`src/rtl/fwd_sel_ctrl_pkg.sv`:
```
// ---------------------------------------------------------------------------
// fwd_sel_ctrl_pkg
//   Shared definitions for the EX-stage operand forwarding controller and the
//   8x32 operand multiplexers it steers. The select-code constants here are
//   the single source of truth: the mux decodes exactly these values.
//
//   Contents:
//     REG_W / SEL_W      register-index and select-code widths
//     SEL_RF/MEM/WB      operand-mux select codes (3..7 reserved)
//     stage_t            per-stage destination-register shadow
//     ST_EX/MEM/WB       indices of the tracked stages
//     pickSel()          nearest-stage-first forwarding priority
// ---------------------------------------------------------------------------
package fwd_sel_ctrl_pkg;

  localparam int REG_W = 5;
  localparam int SEL_W = 3;

  typedef logic [REG_W-1:0] reg_idx_t;
  typedef logic [SEL_W-1:0] sel_t;

  // Operand-mux select codes; values 3..7 are reserved and never produced.
  localparam sel_t SEL_RF  = sel_t'(0);
  localparam sel_t SEL_MEM = sel_t'(1);
  localparam sel_t SEL_WB  = sel_t'(2);

  // Shadow of the writer information carried by an instruction in one stage.
  typedef struct packed {
    logic     wreg;
    reg_idx_t wn;
    logic     m2reg;
  } stage_t;

  localparam stage_t STAGE_BUBBLE = '0;

  localparam int NUM_STAGES = 3;
  localparam int ST_EX      = 0;
  localparam int ST_MEM     = 1;
  localparam int ST_WB      = 2;

  // Forwarding priority, nearest producer first. A non-load producer one
  // stage ahead will be in MEM when the consumer reaches EX; a producer two
  // stages ahead will be in WB. A producer three stages ahead is already
  // being written into the register file, whose write-through covers it.
  // A load one stage ahead never reaches here: it stalls and bubbles instead.
  function automatic sel_t pickSel(input logic hitEx,
                                   input logic exIsLoad,
                                   input logic hitMem,
                                   input logic hitWb);
    sel_t sel;
    sel = SEL_RF;
    if (hitEx && !exIsLoad) begin
      sel = SEL_MEM;
    end else if (hitMem) begin
      sel = SEL_WB;
    end else if (hitWb) begin
      sel = SEL_RF;
    end
    return sel;
  endfunction

endpackage

```
`src/rtl/fwd_sel_ctrl_match.sv`:
```
// ---------------------------------------------------------------------------
// fwd_match
//   Combinational comparison of one ID-stage source register against the
//   writer held in one pipeline stage. Register 0 is hard-wired to zero in
//   the register file, so a write to it is never a forwarding source.
//
//   Ports:
//     stage_wreg_i  stage instruction writes the register file
//     stage_wn_i    stage destination register index
//     src_i         ID-stage source register index
//     use_i         ID instruction actually reads this source
//     hit_o         the source depends on this stage's writer
// ---------------------------------------------------------------------------
module fwd_match
  import fwd_sel_ctrl_pkg::*;
(
  input  logic             stage_wreg_i,
  input  logic [REG_W-1:0] stage_wn_i,
  input  logic [REG_W-1:0] src_i,
  input  logic             use_i,
  output logic             hit_o
);

  assign hit_o = stage_wreg_i
              && (stage_wn_i != '0)
              && (stage_wn_i == src_i)
              && use_i;

endmodule

```
`src/rtl/fwd_sel_ctrl.sv`:
```
// ---------------------------------------------------------------------------
// fwd_sel_ctrl
//   Forwarding and load-use hazard controller for the 5-stage MIPS pipeline.
//   Tracks the destination registers of the instructions in EX, MEM and WB,
//   compares them with the ID-stage sources, and registers a select code for
//   each EX operand mux so it arrives together with the operand. A load in EX
//   feeding the ID instruction raises a combinational stall and a bubble is
//   pushed into EX in its place.
//
//   Ports:
//     clk_i          rising-edge clock
//     rst_i          synchronous, active-high reset
//     id_valid_i     ID stage holds a real instruction
//     id_rs_i        source register A index
//     id_rt_i        source register B index
//     id_use_rs_i    instruction reads rs
//     id_use_rt_i    instruction reads rt
//     id_wreg_i      instruction writes the register file
//     id_wn_i        destination register index
//     id_m2reg_i     instruction is a load
//     flush_i        squash the ID instruction (branch/jump redirect)
//     stall_o        load-use stall; freezes PC and IF/ID
//     ex_sel_a_o     operand-A mux select, valid in EX
//     ex_sel_b_o     operand-B mux select, valid in EX
// ---------------------------------------------------------------------------
module fwd_sel_ctrl
  import fwd_sel_ctrl_pkg::*;
(
  input  logic             clk_i,
  input  logic             rst_i,
  input  logic             id_valid_i,
  input  logic [REG_W-1:0] id_rs_i,
  input  logic [REG_W-1:0] id_rt_i,
  input  logic             id_use_rs_i,
  input  logic             id_use_rt_i,
  input  logic             id_wreg_i,
  input  logic [REG_W-1:0] id_wn_i,
  input  logic             id_m2reg_i,
  input  logic             flush_i,
  output logic             stall_o,
  output logic [SEL_W-1:0] ex_sel_a_o,
  output logic [SEL_W-1:0] ex_sel_b_o
);

  stage_t exStage_q, exStage_d;
  stage_t memStage_q;
  stage_t wbStage_q;
  sel_t   selA_q, selA_d;
  sel_t   selB_q, selB_d;

  logic             stageWreg [NUM_STAGES];
  logic [REG_W-1:0] stageWn   [NUM_STAGES];
  logic             hitRs     [NUM_STAGES];
  logic             hitRt     [NUM_STAGES];
  logic             bubble;

  // The WB load flag never influences a decision: WB results reach the
  // consumer through register-file write-through regardless of their source.
  logic unusedWbLoad;
  assign unusedWbLoad = wbStage_q.m2reg;

  // Flatten the stage shadows so the comparators can be generated uniformly.
  assign stageWreg[ST_EX]  = exStage_q.wreg;
  assign stageWn[ST_EX]    = exStage_q.wn;
  assign stageWreg[ST_MEM] = memStage_q.wreg;
  assign stageWn[ST_MEM]   = memStage_q.wn;
  assign stageWreg[ST_WB]  = wbStage_q.wreg;
  assign stageWn[ST_WB]    = wbStage_q.wn;

  // One rs and one rt comparator per tracked stage.
  for (genvar s = 0; s < NUM_STAGES; s++) begin : g_stage
    fwd_match uMatchRs (
      .stage_wreg_i (stageWreg[s]),
      .stage_wn_i   (stageWn[s]),
      .src_i        (id_rs_i),
      .use_i        (id_use_rs_i),
      .hit_o        (hitRs[s])
    );

    fwd_match uMatchRt (
      .stage_wreg_i (stageWreg[s]),
      .stage_wn_i   (stageWn[s]),
      .src_i        (id_rt_i),
      .use_i        (id_use_rt_i),
      .hit_o        (hitRt[s])
    );
  end

  // A load's data only exists at the end of MEM, so a consumer directly
  // behind it must wait one cycle. A flushed instruction is discarded anyway,
  // so it must not freeze the front end.
  assign stall_o = id_valid_i && !flush_i && exStage_q.m2reg
                && (hitRs[ST_EX] || hitRt[ST_EX]);

  // Next EX-stage shadow and operand selects. Anything that does not advance
  // into EX as a real instruction becomes a bubble with the register-file
  // select, so a stalled instruction is re-evaluated from scratch next cycle
  // when its load has moved on to MEM.
  always_comb begin
    bubble    = !id_valid_i || flush_i || stall_o;
    exStage_d = STAGE_BUBBLE;
    selA_d    = SEL_RF;
    selB_d    = SEL_RF;
    if (!bubble) begin
      exStage_d.wreg  = id_wreg_i;
      exStage_d.wn    = id_wn_i;
      exStage_d.m2reg = id_m2reg_i;
      selA_d = pickSel(hitRs[ST_EX], exStage_q.m2reg, hitRs[ST_MEM], hitRs[ST_WB]);
      selB_d = pickSel(hitRt[ST_EX], exStage_q.m2reg, hitRt[ST_MEM], hitRt[ST_WB]);
    end
  end

  // Stage shadows advance every cycle; only the EX entry can be a bubble.
  // Reset discards every tracked writer so nothing stale is forwarded.
  always_ff @(posedge clk_i) begin
    if (rst_i) begin
      exStage_q  <= STAGE_BUBBLE;
      memStage_q <= STAGE_BUBBLE;
      wbStage_q  <= STAGE_BUBBLE;
      selA_q     <= SEL_RF;
      selB_q     <= SEL_RF;
    end else begin
      exStage_q  <= exStage_d;
      memStage_q <= exStage_q;
      wbStage_q  <= memStage_q;
      selA_q     <= selA_d;
      selB_q     <= selB_d;
    end
  end

  assign ex_sel_a_o = selA_q;
  assign ex_sel_b_o = selB_q;

endmodule

```
`config.mk`:
```
export PLATFORM = sky130hd
export DESIGN_NAME = fwd_sel_ctrl
export DESIGN_NICKNAME = d
export VERILOG_FILES = /design/src/rtl/fwd_sel_ctrl_pkg.sv /design/src/rtl/fwd_sel_ctrl_match.sv /design/src/rtl/fwd_sel_ctrl.sv
export SDC_FILE = /design/constraint.sdc
export NUM_CORES = 1
export LEC_CHECK = 0
export BUFFER_PORTS_ARGS = -buffer_cell sky130_fd_sc_hd__buf_2
export CAP_MARGIN = 25
export CORE_AREA = 3 3 45 47
export CTS_CLUSTER_DIAMETER = 150
export DETAILED_ROUTE_END_ITERATION = 8
export DIE_AREA = 0 0 48 50
export PLACE_DENSITY = 0.78
export SLEW_MARGIN = 20
export SYNTH_ARGS = -nofsm -noshare
export SYNTH_HDL_FRONTEND = slang
export SYNTH_SLANG_ARGS = --single-unit
```
`constraint.sdc`:
```
create_clock -name clk_i -period 4.3 [get_ports clk_i]
set_clock_uncertainty 0.15 [all_clocks]
set_input_delay 0.215 -clock clk_i [delete_from_list [all_inputs] [get_ports clk_i]]
set_output_delay 0.215 -clock clk_i [all_outputs]
set_load 0.01 [all_outputs]
```
==> run_results.csv <==
group,metric,value,unit
outcome,status,"finished, final reports clean",
sta,finalHoldViolCount,0,
detailed_routing,totalWireLength,1698,um
sta,worst_pin_slew,0.5481,ns
clock_network,h-tree-depth,1,
cells_and_area,fill_cells,154,
detailed_routing,drc,0,
place,gp_congestion,0.8578,
clock_network,path_clk_slew,0.09,ns
grt,grt_max_degree,10,
synthesis,ys_seq_area_share,42.11,%
cells_and_area,drive_gt1_share,26.67,%
sta,setup_ws,2.004,ns
critical_path,cp.buffers_inverters,1,
sta,drv_slew,0,
sta,rsz0062_at_grt,"false",
critical_path,critical_path.max_stage_delay,0.53,ns
clock_network,postCtsSetupRepairBufs,0,
clock_network,cts_resized,0,
sta,fin_crit,2.296,ns
critical_path,cp_top_family,"simple AND/OR/NAND/NOR gates",
synthesis,ys_types,22,
critical_path,end_kind,"primary output",
critical_path,cp_cell_sequence,"or4_1 -> o21a_1 -> and2_4 -> and4b_1 -> buf_2",
critical_path,slowest_stage,"or4_1",
min_path,hp-class,"primary input to register",
cells_and_area,diodes,0,
cells_and_area,multi_input_area,445.4,um^2
power_and_ir_drop,combinationalPowerShare,13.9,%
synthesis,synth_area_leaders,"dfxtp_1 (42%), xnor2_1 (13%), xor2_1 (8.7%), a21oi_1 (5.6%), nor2b_1 (4.6%)",
detailed_routing,drt_first_iter_violations,16,
power_and_ir_drop,leakage,0.4484,nW
grt,grt_pass1_wl,2863,um
grt,grt_pass1_vias,707,
detailed_routing,via_per_inst,5.219,
floorplanning,initial_core_util,47.85,%
synthesis,synth_cells,86,
clock_network,cts_buffers,3,
power_and_ir_drop,switching_share,23.63,%
power_and_ir_drop,powerDensity,279.4,mW/mm^2
synthesis,ys_warn_count,0,
power_and_ir_drop,power_switching,0.00006723,W
power_and_ir_drop,pwr-share-seq,57.2,%
power_and_ir_drop,power.ir.vdd_worst,0.2206,mV
cells_and_area,seq_area,340.3,um^2
power_and_ir_drop,power.total,0.0002845,W
grt,overflow,0,
critical_path,cp_data_required_time,3.93,ns
sta,finalCritPeriodShare,53.41,%
synthesis,synth.ff_latch_count,17,
cells_and_area,syn2layout_area_growth,26.01,%
place,port_buffers,27,
detailed_routing,first_pass_iters,4,
floorplanning,coreArea,0.001689,mm^2
synthesis,syn_area,808.3,um^2
cells_and_area,final_nets,144,
critical_path,cp.arrival,1.93,ns
sta,fin_setup_tns,0,ns
power_and_ir_drop,p_int,0.0002173,W
floorplanning,chipWidth,48,um
critical_path,setup.worst_path.start,"exStage_q[5]$_SDFF_PP0_",
clock_network,cts_tree,"done",
clock_network,clockBufferDepth,2,
floorplanning,rows,15,
critical_path,path_class,"register to primary output",
critical_path,startpoint_type,"register",
place,dp_slack,2.318,ns
place,hpwl,1398,um
sta,fmax,435.5,MHz
floorplanning,fp.dieH,50,um
power_and_ir_drop,pwr-share-clk,28.9,%
detailed_routing,vias,715,
synthesis,syn_avg_cell_area,9.399,um^2
synthesis,synth.largest_area_cell,"dfxtp_1",
grt,grt_usage,16.57,%
job,drv_cap,0,
synthesis,yosysTopAreaCellShare,42.11,%
sta,setup-violations-final,0,
clock_network,clk_latency,0.28,ns
critical_path,timing.rr.start,"exStage_q[5]$_SDFF_PP0_",
detailed_routing,wire_per_inst,12.39,um
grt,antenna_found_initial,0,
sta,slew_headroom,63.46,%
min_path,hp-start,"id_wn_i[2]",
clock_network,cts_root_buf,"clkbuf_4",
floorplanning,io_pins,30,
clock_network,cts_num_sinks,17,
detailed_routing,ant_nets,0,
critical_path,crit_fanout,8,
floorplanning,dieArea,0.002400,mm^2
[cells by family after synthesis]
| logic type | count (synthesis) | synth area share (%) |
|---|---|---|
| simple gates | 31 | 22.45 |
| xor+xnor | 20 | 21.67 |
| flops | 17 | 42.11 |
| compound gates | 14 | 10.06 |
| buf+inv | 3 | 3.250 |
| other cells | 1 | 0.4640 |
[cell usage after synthesis, drive strengths merged]
cell type,count
o22ai,3
nor3,2
nor2b,6
nand4,4
xor2,8
conb,1
nand3,2
and2,1
nor3b,1
or4,1
nand2,9
o311a,1
nor4,2
nand3b,1
or3,1
xnor2,12
o21a,1
a21oi,9
and4b,1
dfxtp,17
buf,3
[state kept, by name, indices dropped and copies added, names as in the netlist]
name and flops:
memStage_q 6, exStage_q 7, ex_sel_b_o 2, ex_sel_a_o 2
[final timing paths]
kind | to | slack, ns | cells past startpoint
setup / recovery | stall_o | 2.00 | 5
hold / removal | exStage_q[3]$_SDFF_PP0_ | 0.005 | 3
setup reg to reg | exStage_q[3]$_SDFF_PP0_ | 2.60 | 4
hold reg to reg | memStage_q[6]$_SDFF_PP0_ | 0.32 | 1
[power by group through the flow]
stage	clock network (W)	logic (W)	registers, W
final	0.0000821	0.0000396	0.000163
after global placement	0	0.0000350	0.000166
after floorplan	0	0.0000201	0.000166
after detailed placement	0	0.0000360	0.000167
after global routing	0.0000917	0.0000434	0.000163
after CTS	0.0000845	0.0000396	0.000163
[worst reg2reg max path, delay by kind of cell (launching register included)]
family	cells	cell delay, ns
AOI/OAI and AO/OA	2	0.39
and+or+nand+nor	2	0.73
DFF	1	0.36
[metrics by stage]
step	hold slack (ns)	std cells	utilization (%)	cell area [um^2]
after floorplan	0.1366	87	-	812.0
after global placement	0.2898	128	55.78	942.2
after detailed placement	0.2885	128	55.78	942.2
after CTS	0.003239	137	60.30	1018
after global routing	0.01175	137	60.30	1018
final	0.005043	137	60.30	1018
[final cells by class]
cell class | instances | share of cell area (%)
Clock buffer | 4 | 2.580
Multi-Input combinational cell | 67 | 43.73
Sequential cell | 17 | 33.42
Tap cell | 17 | 2.088
Timing Repair Buffer | 32 | 18.18
[cell usage in the layout, fill, tap and decap left out]
cell           netlist  final
buf_2                0     27
dfxtp_1             17     17
xnor2_1             12     12
nand2_1              9      9
a21oi_1              9      9
xor2_1               8      8
nor2b_1              6      6
dlygate4sd3_1        0      5
nand4_1              4      4
o22ai_1              3      3
clkbuf_4             0      3
nor3_1               2      2
nand3_1              2      2
nor4_1               2      2
conb_1               1      2
or4_1                1      1
o21a_1               1      1
and2_4               1      1
and4b_1              1      1
nor3b_2              1      1
nand3b_1             1      1
or3_1                1      1
o311a_1              1      1
clkbuf_1             0      1
[metal layers]
layer,up-vias,GRT usage (%),routed length [um]
met4,0,5.381,15
met1,313,19.33,740
li1,364,-,-
met5,-,0,0
met2,34,27.97,821
met3,4,4.380,120
[timing repair]
action,in CTS,in global routing
hold buffers,5,0
setup endpoints to repair,0,0
endpoints found under the hold margin,5,0
Note: power is estimated with default switching activity, not from simulation.
